==> src/rtl/axi_read_slave_port.sv <==
// AXI3 slave read responder: accepts one AR burst at a time, walks FIXED/INCR/WRAP
// beat addresses into a synchronous memory and returns R beats through a 2-entry buffer.
module axi_read_slave_port #(
    parameter int ADDR_WIDTH = 32,
    parameter int BUS_WIDTH  = 32,
    parameter int ID_WIDTH   = 1,
    parameter int MEM_AW     = 7
) (
    input  logic                  clk,
    input  logic                  clr,
    input  logic                  ARVALID,
    output logic                  ARREADY,
    input  logic [ID_WIDTH-1:0]   ARID,
    input  logic [ADDR_WIDTH-1:0] ARADDR,
    input  logic [3:0]            ARLEN,
    input  logic [2:0]            ARSIZE,
    input  logic [1:0]            ARBURST,
    output logic                  mem_re,
    output logic [MEM_AW-1:0]     mem_addr,
    input  logic [BUS_WIDTH-1:0]  mem_rdata,
    output logic                  RVALID,
    input  logic                  RREADY,
    output logic [ID_WIDTH-1:0]   RID,
    output logic [BUS_WIDTH-1:0]  RDATA,
    output logic [1:0]            RRESP,
    output logic                  RLAST
);

    localparam logic [0:0] S_IDLE  = 1'b0;
    localparam logic [0:0] S_BURST = 1'b1;

    localparam logic [1:0] B_FIXED = 2'b00;
    localparam logic [1:0] B_INCR  = 2'b01;
    localparam logic [1:0] B_WRAP  = 2'b10;
    localparam logic [1:0] B_RSVD  = 2'b11;

    localparam logic [1:0] RESP_OKAY   = 2'b00;
    localparam logic [1:0] RESP_SLVERR = 2'b10;

    localparam int MAX_SIZE = $clog2(BUS_WIDTH / 8);

    logic [0:0]            r_state;
    logic                  r_arready;
    logic [ID_WIDTH-1:0]   r_id;
    logic [ADDR_WIDTH-1:0] r_addr;
    logic [3:0]            r_len;
    logic [2:0]            r_size;
    logic [1:0]            r_burst;
    logic                  r_err;
    logic [4:0]            r_beats_issued;
    logic                  r_inflight;
    logic                  r_inflight_last;

    logic [BUS_WIDTH-1:0]  r_fifo_data [2];
    logic [1:0]            r_fifo_resp [2];
    logic                  r_fifo_last [2];
    logic                  r_wptr;
    logic                  r_rptr;
    logic [1:0]            r_count;

    logic                  w_ar_hs;
    logic                  w_req_err;
    logic                  w_pop;
    logic                  w_more;
    logic [2:0]            w_occupancy;
    logic                  w_room;
    logic                  w_issue;
    logic                  w_mem_issue;
    logic                  w_issue_last;
    logic                  w_push;
    logic [BUS_WIDTH-1:0]  w_push_data;
    logic [1:0]            w_push_resp;
    logic                  w_push_last;
    logic [ADDR_WIDTH-1:0] w_step;
    logic [ADDR_WIDTH-1:0] w_boundary;
    logic [ADDR_WIDTH-1:0] w_lower;
    logic [ADDR_WIDTH-1:0] w_incr;
    logic [ADDR_WIDTH-1:0] w_next_addr;

    assign w_ar_hs   = ARVALID && r_arready;
    assign w_req_err = (ARBURST == B_RSVD) || (ARSIZE > 3'(MAX_SIZE)) ||
                       ((ARBURST == B_WRAP) && !((ARLEN == 4'd1) || (ARLEN == 4'd3) ||
                                                 (ARLEN == 4'd7) || (ARLEN == 4'd15)));

    assign RVALID = (r_count != 2'd0);
    assign w_pop  = RVALID && RREADY;

    // A pop in the same cycle frees a slot, so issue may continue back-to-back.
    assign w_occupancy  = 3'(r_count) + 3'(r_inflight);
    assign w_room       = (w_occupancy < 3'd2) || w_pop;
    assign w_more       = (r_beats_issued <= {1'b0, r_len});
    assign w_issue      = (r_state == S_BURST) && w_more && w_room;
    assign w_mem_issue  = w_issue && !r_err;
    assign w_issue_last = (r_beats_issued == {1'b0, r_len});

    assign mem_re   = w_mem_issue;
    assign mem_addr = r_addr[MEM_AW-1:0];

    // Error beats bypass the memory and enter the buffer on their issue edge.
    assign w_push      = r_inflight || (w_issue && r_err);
    assign w_push_data = r_inflight ? mem_rdata : '0;
    assign w_push_resp = r_inflight ? RESP_OKAY : RESP_SLVERR;
    assign w_push_last = r_inflight ? r_inflight_last : w_issue_last;

    assign w_step     = ADDR_WIDTH'(1) << r_size;
    assign w_boundary = ADDR_WIDTH'({1'b0, r_len} + 5'd1) << r_size;
    assign w_lower    = r_addr & ~(w_boundary - ADDR_WIDTH'(1));
    assign w_incr     = r_addr + w_step;

    // NOTE: default assignment first so every path drives w_next_addr and no latch is inferred.
    always_comb begin
        w_next_addr = r_addr;
        case (r_burst)
            B_INCR:  w_next_addr = w_incr;
            B_WRAP:  w_next_addr = (w_incr == (w_lower + w_boundary)) ? w_lower : w_incr;
            B_FIXED: w_next_addr = r_addr;
            default: w_next_addr = r_addr;
        endcase
    end

    // NOTE: sequential state uses non-blocking assignments so all registers update together.
    always_ff @(posedge clk or negedge clr) begin
        if (!clr) begin
            r_state         <= S_IDLE;
            r_arready       <= 1'b0;
            r_id            <= '0;
            r_addr          <= '0;
            r_len           <= '0;
            r_size          <= '0;
            r_burst         <= '0;
            r_err           <= 1'b0;
            r_beats_issued  <= '0;
            r_inflight      <= 1'b0;
            r_inflight_last <= 1'b0;
        end else begin
            r_inflight <= w_mem_issue;
            if (w_mem_issue) begin
                r_inflight_last <= w_issue_last;
            end
            case (r_state)
                S_IDLE: begin
                    r_arready <= 1'b1;
                    if (w_ar_hs) begin
                        r_state        <= S_BURST;
                        r_arready      <= 1'b0;
                        r_id           <= ARID;
                        r_addr         <= ARADDR;
                        r_len          <= ARLEN;
                        r_size         <= ARSIZE;
                        r_burst        <= ARBURST;
                        r_err          <= w_req_err;
                        r_beats_issued <= '0;
                    end
                end
                default: begin
                    if (w_issue) begin
                        r_addr         <= w_next_addr;
                        r_beats_issued <= r_beats_issued + 5'd1;
                    end
                    if (w_pop && RLAST) begin
                        r_state   <= S_IDLE;
                        r_arready <= 1'b1;
                    end
                end
            endcase
        end
    end

    // NOTE: the two buffer entries are reset because their head drives R outputs that must read 0 out of reset.
    always_ff @(posedge clk or negedge clr) begin
        if (!clr) begin
            for (int i = 0; i < 2; i++) begin
                r_fifo_data[i] <= '0;
                r_fifo_resp[i] <= '0;
                r_fifo_last[i] <= 1'b0;
            end
            r_wptr  <= 1'b0;
            r_rptr  <= 1'b0;
            r_count <= '0;
        end else begin
            if (w_push) begin
                r_fifo_data[r_wptr] <= w_push_data;
                r_fifo_resp[r_wptr] <= w_push_resp;
                r_fifo_last[r_wptr] <= w_push_last;
                r_wptr              <= ~r_wptr;
            end
            if (w_pop) begin
                r_rptr <= ~r_rptr;
            end
            case ({w_push, w_pop})
                2'b10:   r_count <= r_count + 2'd1;
                2'b01:   r_count <= r_count - 2'd1;
                default: r_count <= r_count;
            endcase
        end
    end

    assign ARREADY = r_arready;
    assign RID     = r_id;
    assign RDATA   = r_fifo_data[r_rptr];
    assign RRESP   = r_fifo_resp[r_rptr];
    assign RLAST   = r_fifo_last[r_rptr];

endmodule

==> config.mk <==
export PLATFORM = sky130hd
export DESIGN_NAME = axi_read_slave_port
export DESIGN_NICKNAME = d
export VERILOG_FILES = /design/src/rtl/axi_read_slave_port.sv
export SDC_FILE = /design/constraint.sdc
export NUM_CORES = 1
export LEC_CHECK = 0
export BUFFER_PORTS_ARGS = -buffer_cell sky130_fd_sc_hd__buf_4
export CAP_MARGIN = 20
export CORE_ASPECT_RATIO = 1.1
export CORE_UTILIZATION = 45
export CTS_BUF_LIST = sky130_fd_sc_hd__clkbuf_2
export DETAILED_ROUTE_END_ITERATION = 12
export PLACE_DENSITY = 0.67
export RECOVER_POWER = 25
export SETUP_SLACK_MARGIN = 0.4
export SYNTH_ARGS = -nofsm -noshare
export SYNTH_HDL_FRONTEND = slang
export SYNTH_SLANG_ARGS = --single-unit
==> constraint.sdc <==
create_clock -name clk -period 5.55 [get_ports clk]
set_input_delay 1.11 -clock clk [delete_from_list [all_inputs] [get_ports clk]]
set_output_delay 1.11 -clock clk [all_outputs]
set_load 0.05 [all_outputs]
==> flow_summary.toml <==
[outcome]
outcome = "finished, violations left"
violations = "max-capacitance violations, max-slew violations, negative setup slack"

[synth]
synth_area_um2 = 9890
syn_nets = 1261
synth-edff-count = 0
synth_cell_types = 103
syn_inst = 1156
ys_warn_count = 0
seq_area_frac_synth_pct = 31.4
async_reset_ff_share_pct = 100
ys_ff_latch = 124
synth_flop_cell = "dfrtp_1"
syn_avg_cell_area_um2 = 8.56

[timing]
finalSetupTns_ns = -0.0333
slew_headroom_pct = -165
grt_setup_unrepaired = "true"
min_period_over_period_pct = 100
holdWs_ns = 0.501
setup_viol = 2
setup_ws_ns = -0.0227
tightestPinTransition_ns = 3.97
finalHoldViolCount = 0
period_needed_ns = 5.57
clock.fmax_mhz = 179
drv_slew = 109
finClkSkew_ns = 0.0645

[setup_path]
critical_path.n_buffers_inverters = 5
critPathMaxStageDelay_ns = 0.47
cp_max_fo = 8
worstSetupStartpoint = "r_len[0]$_DFFE_PN0P_"
r2r-start = "r_len[0]$_DFFE_PN0P_"
cp-end-kind = "register"
r2r_cells = 26
startpoint_type = "register"
cp.required_ns = 6.16
crit_path_top_delay_cell = "dfrtp_1"
cp.depth = 26
arrival_ns = 6.18
critPathTopFamily = "simple AND/OR/NAND/NOR gates"
worstSetupPathType = "reg2reg"
worst_path_most_repeated_cell = "buf_4"

[global_route]
grt_pass1_vias = 9603
overflow = 0
grt_pass1_wl_mm = 51.2
grt_util_all_layers_pct = 29.4
antenna_found_initial = 1
grt_max_degree = 73

[routing]
drc = 0
final_antenna_net_count = 0
vias_per_cell = 5.96
firstDrtPassIters = 4
vias = 9829
drt-total-wl_mm = 32.7
wl_per_cell_um = 19.8
drt_iter0_markers = 868

[clock_tree]
numClockSinks = 124
htreeDepth = 4
clockBufferDepth = 2
clk_latency_ns = 0.74
cts_tree = "done"
cts_root_buf = "clkbuf_2"
cts_hold_buffers = 0
cts_buffers = 17
clkTransAtPathRegs_ns = 0.21

[min_path]
holdPathStages = 2
hp-class = "reg2reg"
hold_start = "r_fifo_data[33]$_DFFE_PN0P_"

[finish]
nets = 1450
post-route-util_pct = 58.1
layout-drive-gt1-share_pct = 32.6
mostFrequentLayoutCell = "buf_4"
synthToLayoutAreaGrowth_pct = 25.9
layout_common_cells = "246 x buf_4, 165 x nand2_1, 120 x dfrtp_1, 86 x o21ai_0, 62 x nor2_1"

[floorplanning]
fp.dieArea_um2 = 22600
dieWidth_um = 143
die_h_um = 158
row_count = 56
io_pins = 124
start_util_pct = 46.1
coreArea_um2 = 21400

[job]
max-cap-violations = 2

[placed_design]
globalplace.congestion = 0.966
place_hpwl_mm = 23.0
port_buffers = 122
[layer usage]
layer	up-vias	GRT usage [%]	wire [µm]
li1	4622	-	-
met1	4728	37.7	13800
met2	400	47.4	15100
met3	79	6.97	2530
met4	0	12.3	1200
met5	-	0	0
[synth_stat cells, types with 9 or more instances]
master	instances	area, µm²
nand2_1	167	627
dfrtp_1	124	3100
o21ai_0	87	435
nor2_1	66	248
a21oi_1	55	275
clkbuf_1	55	206
mux2_2	39	439
xnor2_1	35	307
a32o_1	33	330
nand3_1	33	165
and3_1	27	169
ha_1	25	313
inv_1	23	86.3
xor2_1	22	193
nor3_1	21	105
a31oi_1	18	113
and2_1	18	113
or3_1	18	113
mux2i_1	16	160
nand4_1	14	87.6
buf_2	13	65.1
buf_4	13	97.6
nand2b_1	10	62.6
o211ai_1	10	75.1
a211oi_1	9	67.6
nor2b_1	9	56.3
[layout make-up]
cell class	count	area, µm²
fillers	1951	8990
multi-input cells	916	6660
flip-flops and latches	124	3110
repair buffers	259	1990
well taps	290	363
clock inverters	14	139
inverters	27	106
clock buffers	18	90.1
diodes	1	2.50
[metrics by stage]
step | cell area, µm² | cells | setup WS, ns
3_5_place_dp | 11500 | 1555 | -0.0589
4_1_cts | 12100 | 1626 | 0.152
2_1_floorplan | 10100 | 1156 | -0.0410
3_3_place_gp | 11500 | 1555 | -0.0278
5_1_grt | 12500 | 1649 | -0.264
6_report | 12500 | 1649 | -0.0227
[worst reg2reg max path, cell delays in order, from the launching register on]
cell and delay, ns:
dfrtp_1 0.47, ha_4 0.20, mux2_4 0.28, buf_4 0.15, nor2_4 0.08, buf_4 0.13
buf_4 0.11, o41ai_4 0.07, buf_4 0.15, nor4_4 0.43, and3_4 0.26, o21a_1 0.23
ha_4 0.26, nand2_4 0.09, nor2_1 0.07, a221oi_2 0.21, o21ai_1 0.10, a31o_2 0.24
a31oi_4 0.25, nor3_2 0.07, or3b_4 0.39, nor4b_4 0.27, and4bb_2 0.32, and2_4 0.24
buf_4 0.18, a2bb2oi_2 0.14, o221ai_1 0.11
[flip-flops by register name, indices dropped and copies added, names as in the netlist]
name             count
r_inflight           1
r_len                4
r_inflight_last      1
r_count              2
r_rptr               1
r_fifo_last          2
r_addr              32
r_fifo_resp          2
r_fifo_data         64
r_size               3
ARREADY              1
r_err                1
r_beats_issued       5
r_wptr               1
r_state              1
RID                  1
r_burst              2
[kinds of logic (layout without fill, tap and decap cells)]
logic type / count (synthesis) / count (layout) / synth area share (%)
buffers and inverters: 116 / 318 / 5.59
multiplexers: 58 / 58 / 6.40
flip-flops: 124 / 124 / 31.4
AO/OA/AOI/OAI: 327 / 327 / 24.3
AND/OR/NAND/NOR: 444 / 444 / 23.2
adder cells (fa/ha/maj): 27 / 27 / 3.57
XOR/XNOR: 59 / 59 / 5.51
other: 1 / 2 / 0.0379
[final timing paths]
path,slack [ns],to
setup / recovery,-0.02,r_addr[18]$_DFFE_PN0P_
hold / removal,0.50,r_fifo_data[33]$_DFFE_PN0P_
setup reg to reg,-0.02,r_addr[18]$_DFFE_PN0P_
hold reg to reg,0.50,r_fifo_data[33]$_DFFE_PN0P_
max in group asynchronous,1.33,r_len[1]$_DFFE_PN0P_
min in group asynchronous,1.73,r_fifo_data[57]$_DFFE_PN0P_
[timing repair]
action,in CTS,in global routing
gates resized for setup,22,32
endpoints found under the setup margin,32,32
pin swaps,24,30
buffers inserted,39,22
Power is not shown: default switching activity piles up to over one toggle a cycle in this logic, so the estimate is an artifact.
